File: src/rtl/boot_pkg.sv
// Shared types and elaboration helpers for the boot loader: FSM states and
// decoding of the packed per-target length vector.
package boot_pkg;

    localparam int TGT_IDX_W  = 3;
    localparam int MAX_TGT    = 8;
    localparam int MAX_ADDR_W = 32;

    typedef enum logic [3:0] {
        IDLE, RD, WS, WP, WH, VF, NEXT, DONE, ERROR
    } boot_state_e;

    // Word count of target k; lens is the packed length vector zero-extended to the maximum size.
    function automatic int unsigned tgt_len(input logic [MAX_TGT*MAX_ADDR_W-1:0] lens,
                                            input int addr_w, input int k);
        int unsigned r;
        r = 0;
        for (int b = 0; b < MAX_ADDR_W; b++)
            if (b < addr_w) r[b] = lens[k*addr_w + b];
        return r;
    endfunction

    function automatic bit lens_ok(input logic [MAX_TGT*MAX_ADDR_W-1:0] lens,
                                   input int addr_w, input int n);
        longint s;
        s = 0;
        for (int k = 0; k < n; k++) begin
            if (tgt_len(lens, addr_w, k) == 0) return 1'b0;
            s += longint'(tgt_len(lens, addr_w, k));
        end
        return s <= (longint'(1) << addr_w);
    endfunction

endpackage

File: src/rtl/boot_wait_ctr.sv
// Loadable down-counter timing the ROM and read-back access windows.
// Held at LAT-1 while i_load is high; o_zero flags the last cycle of a window.
module boot_wait_ctr #(
    parameter int LAT = 2
) (
    input  logic i_clk,
    input  logic i_rst,
    input  logic i_load,
    output logic o_zero
);

    localparam int               CNT_W    = (LAT > 1) ? $clog2(LAT) : 1;
    localparam logic [CNT_W-1:0] LOAD_VAL = CNT_W'(LAT - 1);

    logic [CNT_W-1:0] r_cnt;

    always_ff @(posedge i_clk) begin
        if (i_rst || i_load)
            r_cnt <= LOAD_VAL;
        else if (r_cnt != '0)
            r_cnt <= r_cnt - 1'b1;
    end

    assign o_zero = (r_cnt == '0);

endmodule

File: src/rtl/boot_loader.sv
// Copies NUM_TGT contiguous EEPROM regions into SRAM targets after reset,
// optionally verifying each word, then drops o_n_booted.
module boot_loader
    import boot_pkg::*;
#(
    parameter int                        NUM_TGT  = 3,
    parameter int                        DATA_W   = 8,
    parameter int                        ADDR_W   = 17,
    parameter logic [NUM_TGT*ADDR_W-1:0] TGT_LENS = {NUM_TGT{ADDR_W'(64)}},
    parameter int                        ROM_LAT  = 2,
    parameter bit                        VERIFY   = 1'b1
) (
    input  logic                 i_clk,
    input  logic                 i_rst,
    input  logic                 i_reboot,
    output logic [ADDR_W-1:0]    o_rom_addr,
    output logic                 o_rom_n_oe,
    input  logic [DATA_W-1:0]    i_rom_data,
    output logic [ADDR_W-1:0]    o_tgt_addr,
    output logic [DATA_W-1:0]    o_tgt_data,
    output logic [NUM_TGT-1:0]   o_tgt_n_we,
    output logic [NUM_TGT-1:0]   o_tgt_n_oe,
    input  logic [DATA_W-1:0]    i_tgt_rdata,
    output logic                 o_n_booted,
    output logic                 o_err,
    output logic [TGT_IDX_W-1:0] o_err_tgt,
    output logic [ADDR_W-1:0]    o_err_addr
);

    localparam logic [MAX_TGT*MAX_ADDR_W-1:0] LENS_EXT = (MAX_TGT*MAX_ADDR_W)'(TGT_LENS);

    if (NUM_TGT < 1 || NUM_TGT > MAX_TGT || ADDR_W < 1 || ADDR_W > MAX_ADDR_W ||
        ROM_LAT < 1 || !lens_ok(LENS_EXT, ADDR_W, NUM_TGT)) begin : g_bad_params
        $error("boot_loader: illegal NUM_TGT/ADDR_W/ROM_LAT/TGT_LENS combination");
    end

    boot_state_e          r_state, w_state_nxt;
    logic [ADDR_W-1:0]    r_rom_addr, r_tgt_addr, r_err_addr;
    logic [DATA_W-1:0]    r_tgt_data;
    logic [TGT_IDX_W-1:0] r_tgt, r_err_tgt;
    logic [NUM_TGT-1:0]   r_tgt_n_we, r_tgt_n_oe, w_sel;
    logic                 r_rom_n_oe, r_n_booted, r_err;
    logic                 w_wait_zero, w_tgt_end, w_last_word, w_reboot_ok;
    logic [ADDR_W-1:0]    w_last_addr [MAX_TGT];

    // Unused table entries (k >= NUM_TGT) are never selected.
    for (genvar k = 0; k < MAX_TGT; k++) begin : g_len
        assign w_last_addr[k] = ADDR_W'(tgt_len(LENS_EXT, ADDR_W, k) - 1);
    end

    assign w_sel       = NUM_TGT'(1) << r_tgt;
    assign w_tgt_end   = (r_tgt_addr == w_last_addr[r_tgt]);
    assign w_last_word = w_tgt_end && (r_tgt == TGT_IDX_W'(NUM_TGT - 1));
    assign w_reboot_ok = i_reboot && (r_state == DONE || r_state == ERROR);

    boot_wait_ctr #(.LAT(ROM_LAT)) u_wait (
        .i_clk  (i_clk),
        .i_rst  (i_rst),
        .i_load (!(r_state == RD || r_state == VF)),
        .o_zero (w_wait_zero)
    );

    always_comb begin
        w_state_nxt = r_state;
        unique case (r_state)
            IDLE:        w_state_nxt = RD;
            RD:          if (w_wait_zero) w_state_nxt = WS;
            WS:          w_state_nxt = WP;
            WP:          w_state_nxt = WH;
            WH:          w_state_nxt = VERIFY ? VF : NEXT;
            VF:          if (w_wait_zero)
                             w_state_nxt = (i_tgt_rdata == r_tgt_data) ? NEXT : ERROR;
            NEXT:        w_state_nxt = w_last_word ? DONE : RD;
            DONE, ERROR: if (i_reboot) w_state_nxt = IDLE;
            default:     w_state_nxt = IDLE;
        endcase
    end

    // Strobes are registered from the next state so the SRAM/EEPROM pins never glitch.
    always_ff @(posedge i_clk) begin
        if (i_rst) begin
            r_state    <= IDLE;
            r_rom_addr <= '0;
            r_tgt_addr <= '0;
            r_tgt_data <= '0;
            r_tgt      <= '0;
            r_rom_n_oe <= 1'b1;
            r_tgt_n_we <= '1;
            r_tgt_n_oe <= '1;
            r_n_booted <= 1'b1;
            r_err      <= 1'b0;
            r_err_tgt  <= '0;
            r_err_addr <= '0;
        end else begin
            r_state    <= w_state_nxt;
            r_rom_n_oe <= (w_state_nxt != RD);
            r_tgt_n_we <= (w_state_nxt == WP) ? ~w_sel : '1;
            r_tgt_n_oe <= (w_state_nxt == VF) ? ~w_sel : '1;
            r_n_booted <= (w_state_nxt != DONE);
            if (r_state == RD && w_wait_zero)
                r_tgt_data <= i_rom_data;
            if (r_state == VF && w_state_nxt == ERROR) begin
                r_err      <= 1'b1;
                r_err_tgt  <= r_tgt;
                r_err_addr <= r_tgt_addr;
            end
            // On the final word the target pointers hold so they never index past NUM_TGT-1.
            if (r_state == NEXT) begin
                r_rom_addr <= r_rom_addr + 1'b1;
                if (!w_last_word) begin
                    if (w_tgt_end) begin
                        r_tgt      <= r_tgt + 1'b1;
                        r_tgt_addr <= '0;
                    end else begin
                        r_tgt_addr <= r_tgt_addr + 1'b1;
                    end
                end
            end
            if (w_reboot_ok) begin
                r_err      <= 1'b0;
                r_err_tgt  <= '0;
                r_err_addr <= '0;
                r_rom_addr <= '0;
                r_tgt_addr <= '0;
                r_tgt      <= '0;
            end
        end
    end

    assign o_rom_addr = r_rom_addr;
    assign o_rom_n_oe = r_rom_n_oe;
    assign o_tgt_addr = r_tgt_addr;
    assign o_tgt_data = r_tgt_data;
    assign o_tgt_n_we = r_tgt_n_we;
    assign o_tgt_n_oe = r_tgt_n_oe;
    assign o_n_booted = r_n_booted;
    assign o_err      = r_err;
    assign o_err_tgt  = r_err_tgt;
    assign o_err_addr = r_err_addr;

endmodule
File: config.mk
export PLATFORM = sky130hd
export DESIGN_NAME = boot_loader
export DESIGN_NICKNAME = d
export VERILOG_FILES = /design/src/rtl/boot_pkg.sv /design/src/rtl/boot_wait_ctr.sv /design/src/rtl/boot_loader.sv
export SDC_FILE = /design/constraint.sdc
export NUM_CORES = 1
export LEC_CHECK = 0
export CAP_MARGIN = 20
export CORE_MARGIN = 4
export CORE_UTILIZATION = 51
export CTS_BUF_LIST = sky130_fd_sc_hd__clkbuf_8
export DETAILED_ROUTE_END_ITERATION = 10
export PLACE_DENSITY = 0.84
export SLEW_MARGIN = 40
export SYNTH_ARGS = -nofsm -noshare
export SYNTH_HDL_FRONTEND = slang
export SYNTH_SLANG_ARGS = --single-unit
File: constraint.sdc
create_clock -name i_clk -period 2.77 [get_ports i_clk]
set_input_delay 0.6925 -clock i_clk [delete_from_list [all_inputs] [get_ports i_clk]]
set_output_delay 0.6925 -clock i_clk [all_outputs]
set_load 0.02 [all_outputs]
==> qor.csv, run 1 <==
stage,metric,value,unit
flow_run,drv_cap,0,
floorplanning,core_area,6832,um^2
global_routing,gr-usage-met2,34.91,%
global_routing,grt_util_all_layers,20.64,%
clock_tree,cts_setup_buffers,0,
layout,antenna_cells,0,
synth,ys.flop_type,dfxtp_1,
synth,ys_ff_latch,79,
clock_tree,cts_root_buffer,clkbuf_8,
detailed_routing,viasPerCell,5.503,
floorplanning,chipHeight,92.20,um
sta,layout_min_cycle_time,2509,ps
detailed_routing,drc,0,
synth,netlist_top_cells_count,"79 x dfxtp_1, 46 x nor2_1, 28 x a21oi_1, 28 x mux2i_1, 25 x nand2_1",
sta,period_share,90.59,%
power_and_ir_drop,p_leak,1.682,nW
floorplanning,die_area,8501,um^2
synth,yosys_warnings,0,
critical_path,worstPathMaxFanout,6,
synth,synthCells,396,
sta,drv_slew,0,
layout,nFillCells,560,
critical_path,critPathKind,reg2reg,
layout,multi_input_area,1893,um^2
detailed_routing,drt_wl_total,8.444,mm
power_and_ir_drop,ir_drop,252.6,uV
detailed_routing,num_vias,3225,
critical_path,crit_arrival,2770,ps
placement,postPlaceCellArea,4606,um^2
floorplanning,row_count,30,
floorplanning,initial_utilization,52.93,%
synth,syn_area_per_cell,9.131,um^2
power_and_ir_drop,p_per_area,453.0,nW/um^2
sta,rsz0062_at_grt,false,
clock_tree,cts_buffer_depth,2,
critical_path,path_cells,"ha_1, inv_1, ha_1, or4b_1, a211o_2, a211oi_4, and3b_1, nor3_2",
floorplanning,ios,90,
clock_tree,cts_resized,0,
synth,ys_seq_area_share,43.74,%
global_routing,grt_use_met3,3.856,%
synth,synth_nets,422,
synth,synth_largest_area_cell,dfxtp_1,
sta,setup_viol,0,
sta,max_clock_freq,0.3985,GHz
hold_path,hold_class,reg2reg,
layout,syn2layout_area_growth,33.22,%
placement,portBuffers,89,
critical_path,max_stage_delay,450,ps
detailed_routing,drt_iter0_drc,156,
detailed_routing,antenna_left,0,
critical_path,cpMaxStageDelayCell,or4b_1,
sta,relSlewSlack,67.91,%
placement,place.gp.congestion,0.8732,
critical_path,crit_top_cell,ha_1,
layout,ff_latch_area,1582,um^2
global_routing,grt_max_degree,44,
global_routing,grt_busiest_layer,met2,
layout,final_nets,512,
sta,finalHoldViolations,0,
sta,worstMarginPinSlew,481.4,ps
detailed_routing,wire_per_inst,14.41,um
placement,place_hpwl,6.030,mm
run_status,outcome,finished clean,
sta,fin_skew,7.640,ps
synth,synth_edf_count,0,
sta,tns,0,ps
clock_tree,clk_latency,330,ps
global_routing,grt_pass1_wl,14.31,mm
clock_tree,numCtsBuffers,9,
layout,finalInstanceArea,4817,um^2
clock_tree,cts.sinks,79,
synth,netlist_area,3616,um^2
synth,synth_top_area_share,43.74,%
synth,synthTopCellsByArea,"dfxtp_1 44%, mux2i_1 7.8%, nor2_1 4.8%",
synth,yosysMostFrequentCell,dfxtp_1,
clock_tree,holdBufCountCts,0,
global_routing,overflow,0,
floorplanning,fp.dieW,92.20,um
critical_path,cp-end-kind,flop,
critical_path,timing.critical_path.from_type,flop,
synth,synthArstFlopShare,0,%
global_routing,antenna_found_initial,0,
detailed_routing,dr.pass1.iters,4,
layout,layout-drive-gt1-share,7.755,%
synth,yosys.cell_types.count,51,
global_routing,use_met1,26.31,%
global_routing,grt_pass1_vias,3097,
critical_path,crit_required,3030,ps
clock_tree,cts_tree,built,
clock_tree,htree_num_levels,3,
clock_tree,path_clk_slew,70,ps
[report_power, final]
part	internal, mW	total [mW]	switching (mW)
Combinational	0.0610	0.118	0.0568
Clock	0.521	0.909	0.387
Sequential	1.14	1.16	0.0111
Total	1.73	2.18	0.455
[flip-flops by register name, summed over array words and instances, names as in the netlist, 4 cells and up]
signal / flops
r_state: 4
o_err_addr: 17
o_rom_addr: 17
o_tgt_addr: 17
o_tgt_data: 8
[path summary, 6_finish.rpt]
check	end	depth (start not counted)	from	slack, ps
max	r_state[1]$_SDFF_PP0_	8	r_tgt[0]$_SDFFE_PP0P_	260
min	o_err$_SDFFE_PP0P_	2	o_err$_SDFFE_PP0P_	470
max reg2reg	r_state[1]$_SDFF_PP0_	8	r_tgt[0]$_SDFFE_PP0P_	260
min reg2reg	o_err$_SDFFE_PP0P_	2	o_err$_SDFFE_PP0P_	470
[metrics by stage]
stage | hold slack [ps] | total power, mW | cells | utilization, % | worst slack [ps]
after detailed placement | 461.2 | 1.299 | 571 | 67.42 | 103.7
after global placement | 451.4 | 1.296 | 571 | 67.42 | 143.9
after floorplan | 483.0 | 1.241 | 396 | - | 472.2
final | 472.8 | 2.182 | 586 | 70.51 | 260.8
after global routing | 505.4 | 2.260 | 586 | 70.51 | 91.47
after CTS | 478.4 | 2.197 | 586 | 70.51 | 268.1
[final cells by class]
type / instances / area share, %
Clock buffer: 10 / 2.857
Clock inverter: 5 / 1.532
Inverter: 10 / 0.7792
Multi-Input combinational cell: 286 / 39.30
Sequential cell: 79 / 32.83
Tap cell: 96 / 2.494
Timing Repair Buffer: 100 / 20.21
[cells by family after synthesis]
family / count (synthesis) / share of synthesized area, %
simple gates: 164 / 25.09
flops: 79 / 43.74
compound gates: 67 / 12.04
buf+inv: 31 / 4.118
mux: 28 / 7.751
xor+xnor: 20 / 4.844
fa+ha+maj: 7 / 2.422
[layout by cell type (no fill, tap or decap), drive strengths merged, types with 4 or more instances in the layout]
| cell type | netlist | final |
|---|---|---|
| dfxtp | 79 | 79 |
| clkdlybuf4s50 | 0 | 89 |
| nand3 | 11 | 11 |
| a21oi | 28 | 28 |
| nor3 | 7 | 7 |
| nand2 | 25 | 25 |
| ha | 7 | 7 |
| nor4 | 5 | 5 |
| xnor2 | 7 | 7 |
| nand2b | 4 | 4 |
| o31ai | 8 | 8 |
| xor2 | 13 | 13 |
| clkbuf | 11 | 10 |
| or4 | 12 | 12 |
| inv | 10 | 11 |
| mux2i | 28 | 28 |
| or3 | 19 | 19 |
| buf | 10 | 11 |
| nor2 | 46 | 46 |
| o21ai | 16 | 16 |
| nand4 | 13 | 13 |
[metal layers]
metal  vias to the layer above  routed length, um
met5                         -                  0
met4                         0                125
met3                        10                297
met2                        75               4185
met1                      1537               3837
li1                       1603                  -
[critical path, delay by kind of cell (launching register included)]
family | cells | cell delay, ps
buf+inv | 1 | 50
flops | 1 | 360
compound gates | 2 | 730
fa+ha+maj | 2 | 400
simple gates | 3 | 910
No activity file was read; power rests on OpenSTA's default activity.
==> inputs of run 2 (changes only) <==
--- a/config.mk
+++ b/config.mk
@@ -10,8 +10,8 @@
 export CORE_UTILIZATION = 51
 export CTS_BUF_LIST = sky130_fd_sc_hd__clkbuf_8
 export DETAILED_ROUTE_END_ITERATION = 10
+export MAX_ROUTING_LAYER = met4
 export PLACE_DENSITY = 0.84
-export SLEW_MARGIN = 40
 export SYNTH_ARGS = -nofsm -noshare
 export SYNTH_HDL_FRONTEND = slang
 export SYNTH_SLANG_ARGS = --single-unit
==> run 2 against run 1 <==
- sequential share of layout area is the same
- worst hold slack is essentially flat
- core utilization is the same
- clock power is essentially flat
- combinational power is essentially flat
- design area is the same
- largest cell class unchanged
- largest power group unchanged
- highest routed layer unchanged
==> qor.csv, run 2 (synthesis gave the netlist of run 1 again) <==
stage,metric,value,unit,change
critical_path,timing.critical_path.from_type,flop,,unchanged
sta,worstMarginPinSlew,472.1,ps,was 481.4 ps
critical_path,crit_arrival,2760,ps,was 2770 ps
detailed_routing,dr.pass1.iters,4,,unchanged
power_and_ir_drop,p_leak,1.682,nW,unchanged
layout,syn2layout_area_growth,33.22,%,unchanged
sta,period_share,90.21,%,was 90.59%
clock_tree,path_clk_slew,70,ps,about the same
power_and_ir_drop,total_power,2.182,mW,about the same
floorplanning,chipHeight,92.20,um,unchanged
detailed_routing,drt_wl_total,8.399,mm,was 8.444 mm
global_routing,grt_pass1_wl,14.32,mm,was 14.31 mm
floorplanning,fp.dieW,92.20,um,unchanged
placement,place.gp.congestion,0.8874,,was 0.8732
global_routing,overflow,0,,unchanged
clock_tree,cts_tree,built,,unchanged
clock_tree,cts_setup_buffers,0,,unchanged
detailed_routing,drc,0,,unchanged
clock_tree,numCtsBuffers,9,,unchanged
detailed_routing,antenna_left,0,,unchanged
layout,most-common-layout-cells,"89 x clkdlybuf4s50_1, 79 x dfxtp_1, 46 x nor2_1",,unchanged
critical_path,crit_required,3030,ps,about the same
clock_tree,cts_root_buffer,clkbuf_8,,unchanged
layout,ff_latch_area,1582,um^2,unchanged
layout,layout-drive-gt1-share,7.755,%,unchanged
floorplanning,die_area,8501,um^2,unchanged
detailed_routing,dr_wl_met3,276,um,was 297 um
sta,drv_slew,0,,unchanged
hold_path,hold_class,reg2reg,,unchanged
sta,fin_ws,271.2,ps,was 260.8 ps
detailed_routing,wl_met2,4.182,mm,was 4.185 mm
layout,antenna_cells,0,,unchanged
global_routing,grt_pass1_vias,3098,,"was 3,097"
clock_tree,cts_resized,0,,unchanged
placement,portBuffers,89,,unchanged
sta,setup_viol,0,,unchanged
sta,finalHoldViolations,0,,unchanged
placement,postPlaceCellArea,4606,um^2,unchanged
global_routing,grt_util_all_layers,21.21,%,was 20.64%
sta,rsz0062_at_grt,false,,unchanged
layout,multi_input_area,1893,um^2,unchanged
critical_path,worstPathMaxFanout,6,,unchanged
placement,place_ws,103.7,ps,unchanged
run_status,outcome,finished clean,,unchanged
layout,final_nets,512,,unchanged
sta,tns,0,ps,unchanged
layout,finalInstanceArea,4817,um^2,unchanged
detailed_routing,drt_iter0_drc,181,,was 156
clock_tree,cts.sinks,79,,unchanged
floorplanning,row_count,30,,unchanged
detailed_routing,wire_per_inst,14.33,um,was 14.41 um
clock_tree,holdBufCountCts,0,,unchanged
critical_path,critPathKind,reg2reg,,unchanged
detailed_routing,viasPerCell,5.474,,was 5.503
global_routing,grt_max_degree,44,,unchanged
flow_run,drv_cap,0,,unchanged
clock_tree,cts_buffer_depth,2,,unchanged
clock_tree,htree_num_levels,3,,unchanged
detailed_routing,num_vias,3208,,"was 3,225"
floorplanning,ios,90,,unchanged
sta,relSlewSlack,68.53,%,was 67.91%
layout,final_common_cell,clkdlybuf4s50_1,,unchanged
sta,max_clock_freq,0.4002,GHz,was 0.3985 GHz
floorplanning,core_area,6832,um^2,unchanged
power_and_ir_drop,p_per_area,452.9,nW/um^2,was 453.0 nW/um^2
layout,nFillCells,560,,unchanged
global_routing,antenna_found_initial,0,,unchanged
detailed_routing,routed.top_layer,met4,,unchanged
sta,layout_min_cycle_time,2499,ps,was 2509 ps
placement,place_hpwl,6.030,mm,unchanged
sta,fin_skew,7.755,ps,was 7.640 ps
detailed_routing,wl_met1,3.809,mm,was 3.837 mm
critical_path,cp-end-kind,flop,,unchanged
power_and_ir_drop,ir_drop,252.4,uV,was 252.6 uV
clock_tree,clk_latency,330,ps,about the same
sta,whs,472.9,ps,was 472.8 ps
floorplanning,initial_utilization,52.93,%,unchanged
[run 2: cell counts in the layout (fill, tap and decap cells not counted)]
No cell type changed its count.
[run 2: per-stage QoR]
step                      std cells  util [%]
after global routing            586     70.51
after CTS                       586     70.51
final                           586     70.51
after floorplan                 396         -
after global placement          571     67.42
after detailed placement        571     67.42
[run 2: critical path: stages (launching register included)]
cell and delay, ps:
dfxtp_1 360, ha_1 210, inv_1 50, ha_1 190
or4b_1 450, a211o_2 380, a211oi_4 340, and3b_1 290
nor3_2 160
[run 2: worst paths after layout]
check                                            from               endpoint  slack, ps  cells after the start
worst min-delay path               o_err$_SDFFE_PP0P_     o_err$_SDFFE_PP0P_        470                      2
worst min register to register     o_err$_SDFFE_PP0P_     o_err$_SDFFE_PP0P_        470                      2
worst max register to register  r_tgt[0]$_SDFFE_PP0P_  r_state[1]$_SDFF_PP0_        270                      8
worst max-delay path            r_tgt[0]$_SDFFE_PP0P_  r_state[1]$_SDFF_PP0_        270                      8
[run 2: final cells by class]
cell class / instances / area share, %
multi-input combinational: 286 / 39.30
timing repair buffer: 100 / 20.21
clock inverter: 5 / 1.532
inverter: 10 / 0.7792
sequential: 79 / 32.83
tap: 96 / 2.494
clock buffer: 10 / 2.857
[run 2: routing by layer]
layer,up-vias,global-route usage [%]
met5,-,-
met4,0,7.178
met3,10,3.692
met2,71,34.91
met1,1524,26.41
li1,1603,-
[run 2: where the power goes]
part | switching [mW] | total [mW] | internal (mW)
Sequential | 0.0110 | 1.16 | 1.14
Clock | 0.387 | 0.908 | 0.521
Combinational | 0.0566 | 0.118 | 0.0610
Total | 0.455 | 2.18 | 1.73
